===== config.mk =====
export PLATFORM = sky130hd
export DESIGN_NAME = ads1675_rx
export DESIGN_NICKNAME = d
export VERILOG_FILES = /design/src/rtl/ads1675_pkg.sv /design/src/rtl/ads1675_rx_sync.sv /design/src/rtl/ads1675_rx.sv
export SDC_FILE = /design/constraint.sdc
export NUM_CORES = 1
export LEC_CHECK = 0
export ABC_AREA = 1
export ABC_CLOCK_PERIOD_IN_PS = 6750
export BUFFER_PORTS_ARGS = -buffer_cell sky130_fd_sc_hd__clkbuf_2
export CAP_MARGIN = 20
export CORE_MARGIN = 2
export CORE_UTILIZATION = 26
export DETAILED_ROUTE_END_ITERATION = 10
export PLACE_DENSITY_LB_ADDON = 0.25
export SLEW_MARGIN = 10
export SYNTH_ARGS = -nofsm -noshare
export SYNTH_HDL_FRONTEND = slang
export SYNTH_SLANG_ARGS = --single-unit

===== constraint.sdc =====
create_clock -name aclk -period 6.75 [get_ports aclk]
set_input_delay 0.3375 -clock aclk [delete_from_list [all_inputs] [get_ports aclk]]
set_output_delay 0.3375 -clock aclk [all_outputs]
set_load 0.005 [all_outputs]

===== src/rtl/ads1675_pkg.sv =====
// rtl/ads1675_pkg.sv - shared state type, default widths and sign extension for the ADS1675 receiver
package ads1675_pkg;

  typedef enum logic [1:0] {IDLE, WAIT_DRDY, SHIFT, PUSH} rx_state_t;

  localparam int DEF_DATA_W = 24;
  localparam int DEF_OUT_W  = 32;

  function automatic logic [DEF_OUT_W-1:0] sign_ext(input logic [DEF_DATA_W-1:0] v);
    return {{(DEF_OUT_W-DEF_DATA_W){v[DEF_DATA_W-1]}}, v};
  endfunction

endpackage


===== src/rtl/ads1675_rx_sync.sv =====
// rtl/ads1675_rx_sync.sv - flop-chain synchronizer with configurable depth and reset value
module ads1675_rx_sync #(
  parameter int   STAGES  = 2,
  parameter logic RST_VAL = 1'b1
) (
  input  logic clk,
  input  logic rst,
  input  logic d,
  output logic q
);

  logic [STAGES-1:0] chain;

  always_ff @(posedge clk or posedge rst) begin
    if (rst) begin
      chain <= {STAGES{RST_VAL}};
    end else begin
      chain[0] <= d;
      for (int i = 1; i < STAGES; i++) chain[i] <= chain[i-1];
    end
  end

  assign q = chain[STAGES-1];

endmodule


===== src/rtl/ads1675_rx.sv =====
// rtl/ads1675_rx.sv - ADS1675 SCLK/DRDY/DOUT capture to a 1-entry AXI-Stream output register
// Optional ADS1675_RX_TEST_PATTERN_EN adds test_mode, replacing DOUT frames by an internal ramp.
module ads1675_rx
  import ads1675_pkg::*;
#(
  parameter int DATA_W      = DEF_DATA_W,
  parameter int OUT_W       = DEF_OUT_W,
  parameter int CLK_DIV     = 2,
  parameter int SYNC_STAGES = 2,
  parameter int ERR_CNT_W   = 16
) (
  input  logic                 aclk,
  input  logic                 areset,
  input  logic                 enable,
`ifdef ADS1675_RX_TEST_PATTERN_EN
  input  logic                 test_mode,
`endif
  output logic                 sclk_o,
  input  logic                 drdy_i,
  input  logic                 dout_i,
  output logic [OUT_W-1:0]     m_axis_tdata,
  output logic                 m_axis_tvalid,
  input  logic                 m_axis_tready,
  output logic                 overflow,
  output logic [ERR_CNT_W-1:0] overflow_cnt,
  output logic [ERR_CNT_W-1:0] frame_err_cnt
);

  localparam int DIV_W = ($clog2(CLK_DIV) > 0) ? $clog2(CLK_DIV) : 1;
  localparam int CNT_W = $clog2(DATA_W + 1);

  rx_state_t          state;
  logic [DIV_W-1:0]   div_cnt;
  logic               div_wrap;
  logic [SYNC_STAGES:0] rise_pipe;
  logic               strobe;
  logic               drdy_s, dout_s, drdy_prev, drdy_fall;
  logic [CNT_W-1:0]   bit_cnt;
  logic [DATA_W-1:0]  sr;
  logic [DATA_W-1:0]  push_val;
  logic [OUT_W-1:0]   push_ext;
  logic               pattern;

  ads1675_rx_sync #(.STAGES(SYNC_STAGES), .RST_VAL(1'b1)) u_sync_drdy (
    .clk(aclk), .rst(areset), .d(drdy_i), .q(drdy_s)
  );
  ads1675_rx_sync #(.STAGES(SYNC_STAGES), .RST_VAL(1'b1)) u_sync_dout (
    .clk(aclk), .rst(areset), .d(dout_i), .q(dout_s)
  );

  assign div_wrap  = (div_cnt == DIV_W'(CLK_DIV - 1));
  assign drdy_fall = drdy_prev & ~drdy_s;
  // One extra stage: rise_pipe[0] marks the first cycle sclk_o is high, whose DOUT reaches dout_s SYNC_STAGES later.
  assign strobe    = rise_pipe[SYNC_STAGES];

  always_ff @(posedge aclk or posedge areset) begin
    if (areset) begin
      div_cnt   <= '0;
      sclk_o    <= 1'b0;
      rise_pipe <= '0;
    end else begin
      rise_pipe <= {rise_pipe[SYNC_STAGES-1:0], enable & div_wrap & ~sclk_o};
      if (!enable) begin
        div_cnt <= '0;
        sclk_o  <= 1'b0;
      end else if (div_wrap) begin
        div_cnt <= '0;
        sclk_o  <= ~sclk_o;
      end else begin
        div_cnt <= div_cnt + 1'b1;
      end
    end
  end

`ifdef ADS1675_RX_TEST_PATTERN_EN
  logic [DATA_W-1:0] ramp;

  assign pattern  = test_mode;
  assign push_val = test_mode ? ramp : sr;

  always_ff @(posedge aclk or posedge areset) begin
    if (areset) ramp <= '0;
    else if (enable && state == PUSH && test_mode) ramp <= ramp + 1'b1;
  end
`else
  assign pattern  = 1'b0;
  assign push_val = sr;
`endif

  assign push_ext = {{(OUT_W-DATA_W){push_val[DATA_W-1]}}, push_val};

  always_ff @(posedge aclk or posedge areset) begin
    if (areset) begin
      state         <= IDLE;
      bit_cnt       <= '0;
      sr            <= '0;
      drdy_prev     <= 1'b1;
      m_axis_tdata  <= '0;
      m_axis_tvalid <= 1'b0;
      overflow      <= 1'b0;
      overflow_cnt  <= '0;
      frame_err_cnt <= '0;
    end else begin
      drdy_prev <= drdy_s;
      if (m_axis_tvalid && m_axis_tready) m_axis_tvalid <= 1'b0;
      if (!enable) begin
        state <= IDLE;
      end else begin
        case (state)
          IDLE: state <= WAIT_DRDY;
          WAIT_DRDY: if (drdy_fall) begin
            bit_cnt <= '0;
            sr      <= '0;
            state   <= pattern ? PUSH : SHIFT;
          end
          SHIFT: if (drdy_fall) begin
            if (frame_err_cnt != '1) frame_err_cnt <= frame_err_cnt + 1'b1;
            bit_cnt <= '0;
            sr      <= '0;
          end else if (strobe) begin
            sr      <= {sr[DATA_W-2:0], dout_s};
            bit_cnt <= bit_cnt + 1'b1;
            if (bit_cnt == CNT_W'(DATA_W - 1)) state <= PUSH;
          end
          PUSH: begin
            // A reload on the handshake cycle overrides the tvalid clear above.
            if (!m_axis_tvalid || m_axis_tready) begin
              m_axis_tdata  <= push_ext;
              m_axis_tvalid <= 1'b1;
            end else begin
              overflow <= 1'b1;
              if (overflow_cnt != '1) overflow_cnt <= overflow_cnt + 1'b1;
            end
            state <= WAIT_DRDY;
          end
          default: state <= IDLE;
        endcase
      end
    end
  end

endmodule

==> metrics.cfg <==
[sta]
tightest_slew_ns = 0.660
fin_skew_ns = 0.0102
rsz0062_at_grt = no
fin_tns_setup_ns = 0
slew_violations = 0
fin_crit_ns = 1.99
relSlewSlack_pct = 55.9
whs_ns = 0.0635
fmax_ghz = 0.502
finalCritPeriodShare_pct = 29.5
setup_viol = 0
hold_viol_final = 0

[routing]
vias_per_cell = 4.25
drtIter0Drc = 277
ant_nets = 0
routed_wl_microns = 10100
num_vias = 3569
wire_per_inst_microns = 12.0
drcViolationCount = 0
drt-pass1-iter-count = 6

[synth]
synth_top_area_share_pct = 49.5
ys_warn_count = 0
synth_fa_ha_area_share_pct = 1.84
synth_compound_area_share_pct = 1.92
synthTopCellsByArea = dfrtp_1, nand2_1, mux2_2, dfstp_2, nor2_1
syn_area_sq_um = 4750
synth-seq-cells = 99
avgSynthCellArea_sq_um = 8.83
ys_types = 28
synthMuxAreaShare_pct = 5.69
synth_xor_area_share_pct = 2.95
yosysSeqAreaShare_pct = 52.3
yosys.area_share.simple_pct = 29.5
yosys.area.top_type = dfrtp_1
synth.net_count = 551
synth_top_family_by_area = simple AND/OR/NAND/NOR gates
netlist_instances = 538

[setup_path]
critPathMaxFanout = 31
crit_path_start_kind = flip-flop
cp.arrival_ns = 2.29
end_kind = flip-flop
critical_path_class = flip-flop to flip-flop
critPathRequiredTime_ns = 7.05

[clocking]
cts_buffers = 9
cts_tree = done
insertion_delay_ns = 0.35
cts_buffer_depth = 2
post-cts-setup-buffer-count = 0
cts_root_buf = clkbuf_16
clk_pin_slew_ns = 0.08
cts_resized = 0
htree_levels = 3
clock_sinks = 99
ctsHoldBuffers = 1

[global_route]
grt_max_degree = 82
grt_pass1_wl_microns = 17200
overflow = 0
grtUsageTotal_pct = 11.0
grt_antenna_before_repair = 0
grt_pass1_vias = 3505

[cells_and_area]
stdcell_area_sq_um = 5600
drive_above_1_share_pct = 24.4
ff_latch_area_sq_um = 2480
layout.nets = 618
diodes = 0
nFillCells = 1912
syn2layout_area_growth_pct = 17.8
multi_input_area_sq_um = 1990
instances_no_fill = 839

[die]
die_h_microns = 139
dieWidth_microns = 139
core.rowCount = 49
dieArea_sq_um = 19400
coreArea_sq_um = 18000
start_util_pct = 26.5
io-pin-count = 73

[job]
cap_violations = 0

[place]
placed_area_sq_um = 5270
dp.cells = 821
gp_congestion = 0.765
dp_hpwl_microns = 6880
place.port_buffers = 72

[power_and_ir_drop]
p_leak_uw = 0.00295
power_density_nw_per_um2 = 231
ir_worst_vdd_mv = 0.131

[run_status]
status = completed

[worst_hold_path]
hold_class = primary input to flip-flop

-- cell usage after synthesis, drive strengths merged --
cell type  number
nand2         246
dfstp           5
nor2           43
xnor2           8
buf            17
nand3b          2
o211ai          1
a31oi           1
mux2           24
inv            34
o21ai          10
clkbuf          3
nand4          12
or2             2
xor2            8
ha              7
nand3          21
dfrtp          94
-- cells in the final DEF (no fill, tap or decap), types with 3 or more instances in the layout --
cell       synthesis  final
clkbuf_16          0      9
clkbuf_2           0     72
dfrtp_1           94     94
dfstp_2            5      5
ha_1               7      7
inv_1             30     29
inv_2              4      4
inv_8              0      3
mux2_2            24     24
nand2_1          243    243
nand2_2            3      3
nand3_1           16     16
nand3_2            3      3
nand4_1           12     12
nor2_1            32     32
nor2_2             4      4
nor2_4             7      7
o21ai_0            7      7
xnor2_1            8      8
xor2_1             8      8
-- worst max-delay path, stage by stage (launching register included) --
cell	delay (ns)
dfrtp_1	0.40
inv_1	0.08
ha_1	0.22
o21ai_1	0.17
o211ai_2	0.10
buf_4	0.25
nor2_4	0.51
nand2_1	0.12
nand2_1	0.09
-- layout make-up --
type	instances	area share (%)
Multi-Input combinational cell	385	35.6
Clock inverter	7	1.21
Clock buffer	9	4.02
Sequential cell	99	44.4
Tap cell	229	5.12
Timing Repair Buffer	76	7.38
Inverter	34	2.32
-- worst paths after layout --
| path | from | endpoint | slack, ns | depth (start not counted) |
|---|---|---|---|---|
| max | state[1] | push_val[3] | 4.76 | 8 |
| max in group asynchronous | areset | u_sync_dout.chain[0] | 5.28 | 5 |
| min | drdy_i | u_sync_drdy.chain[0] | 0.06 | 1 |
| max reg2reg | state[1] | push_val[3] | 4.76 | 8 |
| min reg2reg | u_sync_dout.chain[0] | u_sync_dout.chain[1] | 0.35 | 0 |
| min in group asynchronous | areset | overflow | 0.46 | 3 |
-- where the power goes --
part | leakage (uW) | switching [uW] | internal, uW
sequential | 0.00136 | 27.2 | 621
clock | 0.000142 | 254 | 261
combinational | 0.00145 | 78.8 | 49.5
total | 0.00295 | 360 | 932
-- per-stage QoR --
stage / setup WS (ns) / util (%) / total power [uW]
final: 4.76 / 31.2 / 1290
after global routing: 4.53 / 31.2 / 1360
after CTS: 4.75 / 31.0 / 1310
after detailed placement: 4.76 / 29.3 / 790
after global placement: 4.83 / 29.3 / 781
after floorplan: 3.83 / - / 745
-- registers in the layout, summed over array words and instances (netlist names) --
register	flops
overflow	1
bit_cnt	5
overflow_cnt	16
drdy_prev	1
push_val	24
m_axis_tdata	24
frame_err_cnt	16
m_axis_tvalid	1
state	2
div_cnt	1
rise_pipe	3
u_sync_drdy.chain	2
sclk_o	1
u_sync_dout.chain	2
-- cells by family (layout without fill, tap and decap cells) --
| group | Yosys count | count (layout) |
|---|---|---|
| and+or+nand+nor | 326 | 326 |
| AOI/OAI and AO/OA | 12 | 12 |
| buffers and inverters | 54 | 126 |
| xor gates and xnor gates | 16 | 16 |
| adders and majority gates | 7 | 7 |
| muxes | 24 | 24 |
| DFF | 99 | 99 |
-- routing by layer --
layer | wire, microns | GRT usage, % | vias up
li1 | - | - | 1807
met1 | 4650 | 13.6 | 1681
met2 | 4750 | 17.8 | 69
met3 | 433 | 2.90 | 12
met4 | 228 | 5.42 | 0
met5 | 0 | 0 | -
No activity file was read; power rests on OpenSTA's default activity.
